--- src/rtl/pc_fetch_sequencer.sv ---
// pc_fetch_sequencer: control FSM that steps an external 16-bit PC register
// through fetch, decode hand-off and execute, selecting PC+1 or a branch
// target after each instruction and stopping on halt.
//
// Handshakes (all qualified on the rising clock edge):
//   fetch   : mem_req is held high in FETCH; a cycle with mem_req=1 and
//             mem_ready=1 transfers mem_rdata into ir.
//   decode  : ir_valid=1 offers ir; a cycle with ir_valid=1 and ir_accept=1
//             hands it over, and ir_valid drops on that edge.
//   execute : in EXEC, a cycle with exec_done=1 retires the instruction;
//             branch_taken, branch_target and halt_req are sampled only then.
// mem_ready, ir_accept and exec_done are ignored in every other state.
module pc_fetch_sequencer #(
    parameter int                ADDR_W       = 16,
    parameter int                INSTR_W      = 16,
    parameter logic [ADDR_W-1:0] RESET_VECTOR = '0
) (
    input  logic               clock,
    input  logic               resetn,
    input  logic               run,
    input  logic [ADDR_W-1:0]  pc_q,
    output logic               pc_inc,
    output logic               pc_load,
    output logic [ADDR_W-1:0]  pc_data,
    output logic               mem_req,
    output logic [ADDR_W-1:0]  mem_addr,
    input  logic               mem_ready,
    input  logic [INSTR_W-1:0] mem_rdata,
    output logic [INSTR_W-1:0] ir,
    output logic               ir_valid,
    input  logic               ir_accept,
    input  logic               exec_done,
    input  logic               branch_taken,
    input  logic [ADDR_W-1:0]  branch_target,
    input  logic               halt_req,
    output logic               busy,
    output logic               halted,
    output logic [2:0]         state
);

    localparam logic [2:0] S_BOOT  = 3'd0;
    localparam logic [2:0] S_IDLE  = 3'd1;
    localparam logic [2:0] S_FETCH = 3'd2;
    localparam logic [2:0] S_HOLD  = 3'd3;
    localparam logic [2:0] S_EXEC  = 3'd4;
    localparam logic [2:0] S_HALT  = 3'd5;

    logic [2:0] state_q;
    logic [2:0] state_d;
    logic       fetch_fire;
    logic       accept_fire;
    logic       exec_fire;

    assign fetch_fire  = (state_q == S_FETCH) && mem_ready;
    assign accept_fire = (state_q == S_HOLD) && ir_accept;
    assign exec_fire   = (state_q == S_EXEC) && exec_done;

    // Next-state selection; the EXEC exit picks HALT, FETCH or IDLE in one step.
    always_comb begin
        state_d = state_q;
        case (state_q)
            S_BOOT:  state_d = S_IDLE;
            S_IDLE:  if (run) state_d = S_FETCH;
            S_FETCH: if (mem_ready) state_d = S_HOLD;
            S_HOLD:  if (ir_accept) state_d = S_EXEC;
            S_EXEC: begin
                if (exec_done) begin
                    if (halt_req)  state_d = S_HALT;
                    else if (run)  state_d = S_FETCH;
                    else           state_d = S_IDLE;
                end
            end
            S_HALT:  state_d = S_HALT;
            default: state_d = S_BOOT;
        endcase
    end

    // State register; reset forces BOOT so the PC gets reloaded on release.
    always_ff @(posedge clock or negedge resetn) begin
        if (!resetn) state_q <= S_BOOT;
        else         state_q <= state_d;
    end

    // Instruction register and its valid flag; loaded on fetch, freed on accept.
    always_ff @(posedge clock or negedge resetn) begin
        if (!resetn) begin
            ir       <= '0;
            ir_valid <= 1'b0;
        end else begin
            if (fetch_fire) begin
                ir       <= mem_rdata;
                ir_valid <= 1'b1;
            end else if (accept_fire) begin
                ir_valid <= 1'b0;
            end
        end
    end

    // PC controls and status decode straight from state so reset takes effect
    // immediately; halt outranks branch, which outranks the increment.
    always_comb begin
        pc_inc  = 1'b0;
        pc_load = 1'b0;
        pc_data = RESET_VECTOR;
        if (state_q == S_BOOT) begin
            pc_load = 1'b1;
        end else if (exec_fire && !halt_req) begin
            if (branch_taken) begin
                pc_load = 1'b1;
                pc_data = branch_target;
            end else begin
                pc_inc = 1'b1;
            end
        end
    end

    assign mem_req  = (state_q == S_FETCH);
    assign mem_addr = pc_q;
    assign busy     = (state_q == S_FETCH) || (state_q == S_HOLD) || (state_q == S_EXEC);
    assign halted   = (state_q == S_HALT);
    assign state    = state_q;

endmodule

--- config.mk ---
export PLATFORM = sky130hd
export DESIGN_NAME = pc_fetch_sequencer
export DESIGN_NICKNAME = d
export VERILOG_FILES = /design/src/rtl/pc_fetch_sequencer.sv
export SDC_FILE = /design/constraint.sdc
export NUM_CORES = 1
export LEC_CHECK = 0
export CAP_MARGIN = 40
export CELL_PAD_IN_SITES_DETAIL_PLACEMENT = 1
export CELL_PAD_IN_SITES_GLOBAL_PLACEMENT = 2
export CORE_ASPECT_RATIO = 1.1
export CORE_MARGIN = 10
export CORE_UTILIZATION = 15
export DETAILED_ROUTE_END_ITERATION = 6
export GPL_TIMING_DRIVEN = 0
export PLACE_DENSITY_LB_ADDON = 0.1
export SYNTH_ARGS = -nofsm -noshare
export SYNTH_HDL_FRONTEND = slang
export SYNTH_SLANG_ARGS = --single-unit
--- constraint.sdc ---
create_clock -name clock -period 2 [get_ports clock]
set_input_delay 0.4 -clock clock [delete_from_list [all_inputs] [get_ports clock]]
set_output_delay 0.4 -clock clock [all_outputs]
set_load 0.03 [all_outputs]
==> results.md <==
- Layout fillers: 852
- Post-Synth Adder-Cell Area: 0%
- Layout cells sized above 1: between 40% and 50%
- H-tree depth: 1
- Chip width: about 100 um
- Place WS: -1.01 ns
- RSZ-0062 raised after global routing: yes
- Worst reg2reg startpoint: state[2]$_DFFE_PN0P_
- Final Cycle Share: 107%
- Peak supply drop: 535 uV
- Num rows: 33
- Syn Area/Cell: around 11 um^2
- Count of cell types in the netlist: 30
- Largest family of logic cells by synthesized area: simple AND/OR/NAND/NOR gates
- Register area share after synthesis: between 40% and 50%
- Synthesized instance count: around 100
- Via-to-Cell Ratio: ~3.7
- Global route overflow: 0
- Max Root-Sink Buffers: 2
- Crit start category: flop
- Area Growth Syn to Fin: 113%
- Count of final hold-check violations: 0
- Synth Area in Simple Gates: around 20%
- Final Setup Violations: 16
- P per Cell Area: around 1200 nW/um^2
- Synth Area in XOR/XNOR: 0%
- #FFs+latches synth: 20
- Cell chain of the critical path: buf_6 -> or2b_4 -> nor3_4 -> buf_12 -> buf_6 -> and2_4 -> buf_6
- Final worst slack: -0.136 ns
- Commonest non-fill, non-tap cell in the layout: clkdlybuf4s50_1
- TritonCTS clock tree: built
- Io pins: about 110
- Fmax: around 470 MHz
- Layout net count: 270
- Clock root buffer: clkbuf_8
- Synth Warn #: 0
- Crit path max-delay family: simple AND/OR/NAND/NOR gates
- Final slew viol count: 0
- DRT antenna net count: 0
- Most frequent CP cell: buf_6
- Largest net degree at the start of global routing: 12
- Complex-gate fraction of the synthesized area: between 6 and 7%
- Worst-Margin Slew: 0.515 ns
- Ys async rst share: 100%
- IO buf count: 96
- Reg area: 503 um^2
- Antenna violations before repair: 0
- WS Path Type: flop to output port
- Residual DRC: 0
- Routability cong.: 0.700
- Crit end category: output port
- Initial core utilization: ~15%
- DRT iter0 DRCs: 1
- Post-Route WL: a little over 5000 um
- Ant diodes: 0
- Status: finished, violations left
- Crit path DAT: 1.74 ns
- Max-Cap Viols: 0
- LEAKAGE: 1.06 nW
- Number of global-route vias before repair: 1345
- Number of buffers created by CTS: 3
- Crit-path max cell delay: slightly below 0.4 ns
- Die height: between 100 and 150 um
- WP data required: roughly 1.6 ns
- Worst skew pair latency: approximately 0.25 ns
- Clk pin slew, worst setup/hold paths: 0.07 ns
- WL/cell: roughly 16 um
- Buffers plus inverters on the worst setup path: 4
- TNS Setup: -1.59 ns
- CP startpoint: state[1]$_DFFE_PN0P_
- Global-route usage over all layers: 8.60%
- Hold_buf cts: 0
- Worst hold path type: input pin to async pin
- EDFF count, synth: 0
- Mux share of post-synthesis cell area: 16.4%
- Commonest non-fill, non-tap cells in the layout: clkdlybuf4s50_1, buf_4, buf_6
- Router iterations before antenna repair: 3
- Area of the multi-input gates: about 550 um^2
- Core Box Area: 7510 um^2
- Min Clock Period, post-route: 2.14 ns
- Area of the die: around 12000 um^2
- Vias post-DR: between 1000 and 1500
- Max_slew headroom: roughly two thirds
- Syn_nets: 158
- Global-route wire length before repair: just over 8000 um
- Skew final: 0.000931 ns
- CP max stage cell: dfrtp_1
- Failing checks: negative setup slack
- Sink Count: 20
- Post-DP HPWL: about 4300 um
- Synthesized area: 1160 um^2
- Cell depth of the worst setup path: 7
- Worst Path Max Fanout: 8
- Worst R2R Path Depth: 5
- Most used DFF post-synth: dfrtp_1
worst register-to-register path, stage by stage (launching register included):
cell and delay (ns):
dfrtp_2 0.41, buf_4 0.16, nand2b_4 0.16, nor3b_4 0.41
buf_6 0.22, mux2_2 0.35
worst paths after layout:
| path | end | slack, ns |
|---|---|---|
| max in group asynchronous | ir[12]$_DFFE_PN0P_ | 1.06 |
| setup / recovery | pc_data[13] | -0.14 |
| min in group clock | ir[11]$_DFFE_PN0P_ | 0.51 |
| hold reg to reg | ir[11]$_DFFE_PN0P_ | 0.51 |
| hold / removal | ir[0]$_DFFE_PN0P_ | 0.48 |
| setup reg to reg | ir[0]$_DFFE_PN0P_ | 0.18 |
cells by family after synthesis:
family,after synthesis
AOI/OAI and AO/OA,10
buffers and inverters,22
DFF,20
muxes,17
and+or+nand+nor,33
stage by stage:
stage | total power [mW] | hold WS [ns] | cells | utilization (%) | area [um^2]
5_1_grt | 3.09 | 0.519 | 317 | 32.8 | 2470
3_3_place_gp | 2.50 | 0.492 | 303 | 30.1 | 2260
3_5_place_dp | 2.54 | 0.498 | 304 | 30.3 | 2280
6_report | 2.90 | 0.485 | 317 | 32.8 | 2470
2_1_floorplan | 1.76 | 0.104 | 102 | - | 1170
4_1_cts | 2.87 | 0.513 | 312 | 32.2 | 2420
synth_stat cells, drive strengths merged, types with 2 or more instances:
| master | number | area share [%] |
|---|---|---|
| a21oi | 2 | 0.86 |
| and2 | 17 | 9.2 |
| nand2b | 2 | 1.7 |
| nor3 | 2 | 1.8 |
| nor2 | 3 | 0.97 |
| nor3b | 2 | 2.3 |
| mux2 | 16 | 16 |
| a211oi | 2 | 1.3 |
| inv | 2 | 0.65 |
| dfrtp | 20 | 43 |
| buf | 19 | 13 |
| nor2b | 2 | 1.1 |
registers in the layout, indices dropped and copies added (netlist names):
register / flops
ir: 16
state: 3
ir_valid: 1
per-layer routing:
metal / global-route usage (%) / share of wire, %
met1: 9.39 / 38
met2: 14.9 / 51
met3: 4.18 / 9.6
met4: 1.67 / 0.77
met5: 0 / 0
power breakdown:
part           internal, mW  switching (mW)
Sequential            0.614           0.115
Combinational         0.908           0.997
Clock                 0.134           0.129
Total                  1.66            1.24
layout make-up:
cell class	instances	share of cell area [%]
Timing Repair Buffer	107	43.4
Sequential cell	20	20.4
Clock buffer	3	1.67
Tap cell	105	5.33
Buffer	20	6.60
Multi-Input combinational cell	60	22.3
Inverter	2	0.304
repair_timing:
| action | CTS | global route |
|---|---|---|
| pin swaps | 13 | 3 |
| setup buffers | 4 | 5 |
| resized for setup | 155 | 11 |
| gates cloned | 1 | 0 |
| endpoints found under the setup margin | 21 | 19 |
Note: power is estimated with default switching activity, not from simulation.
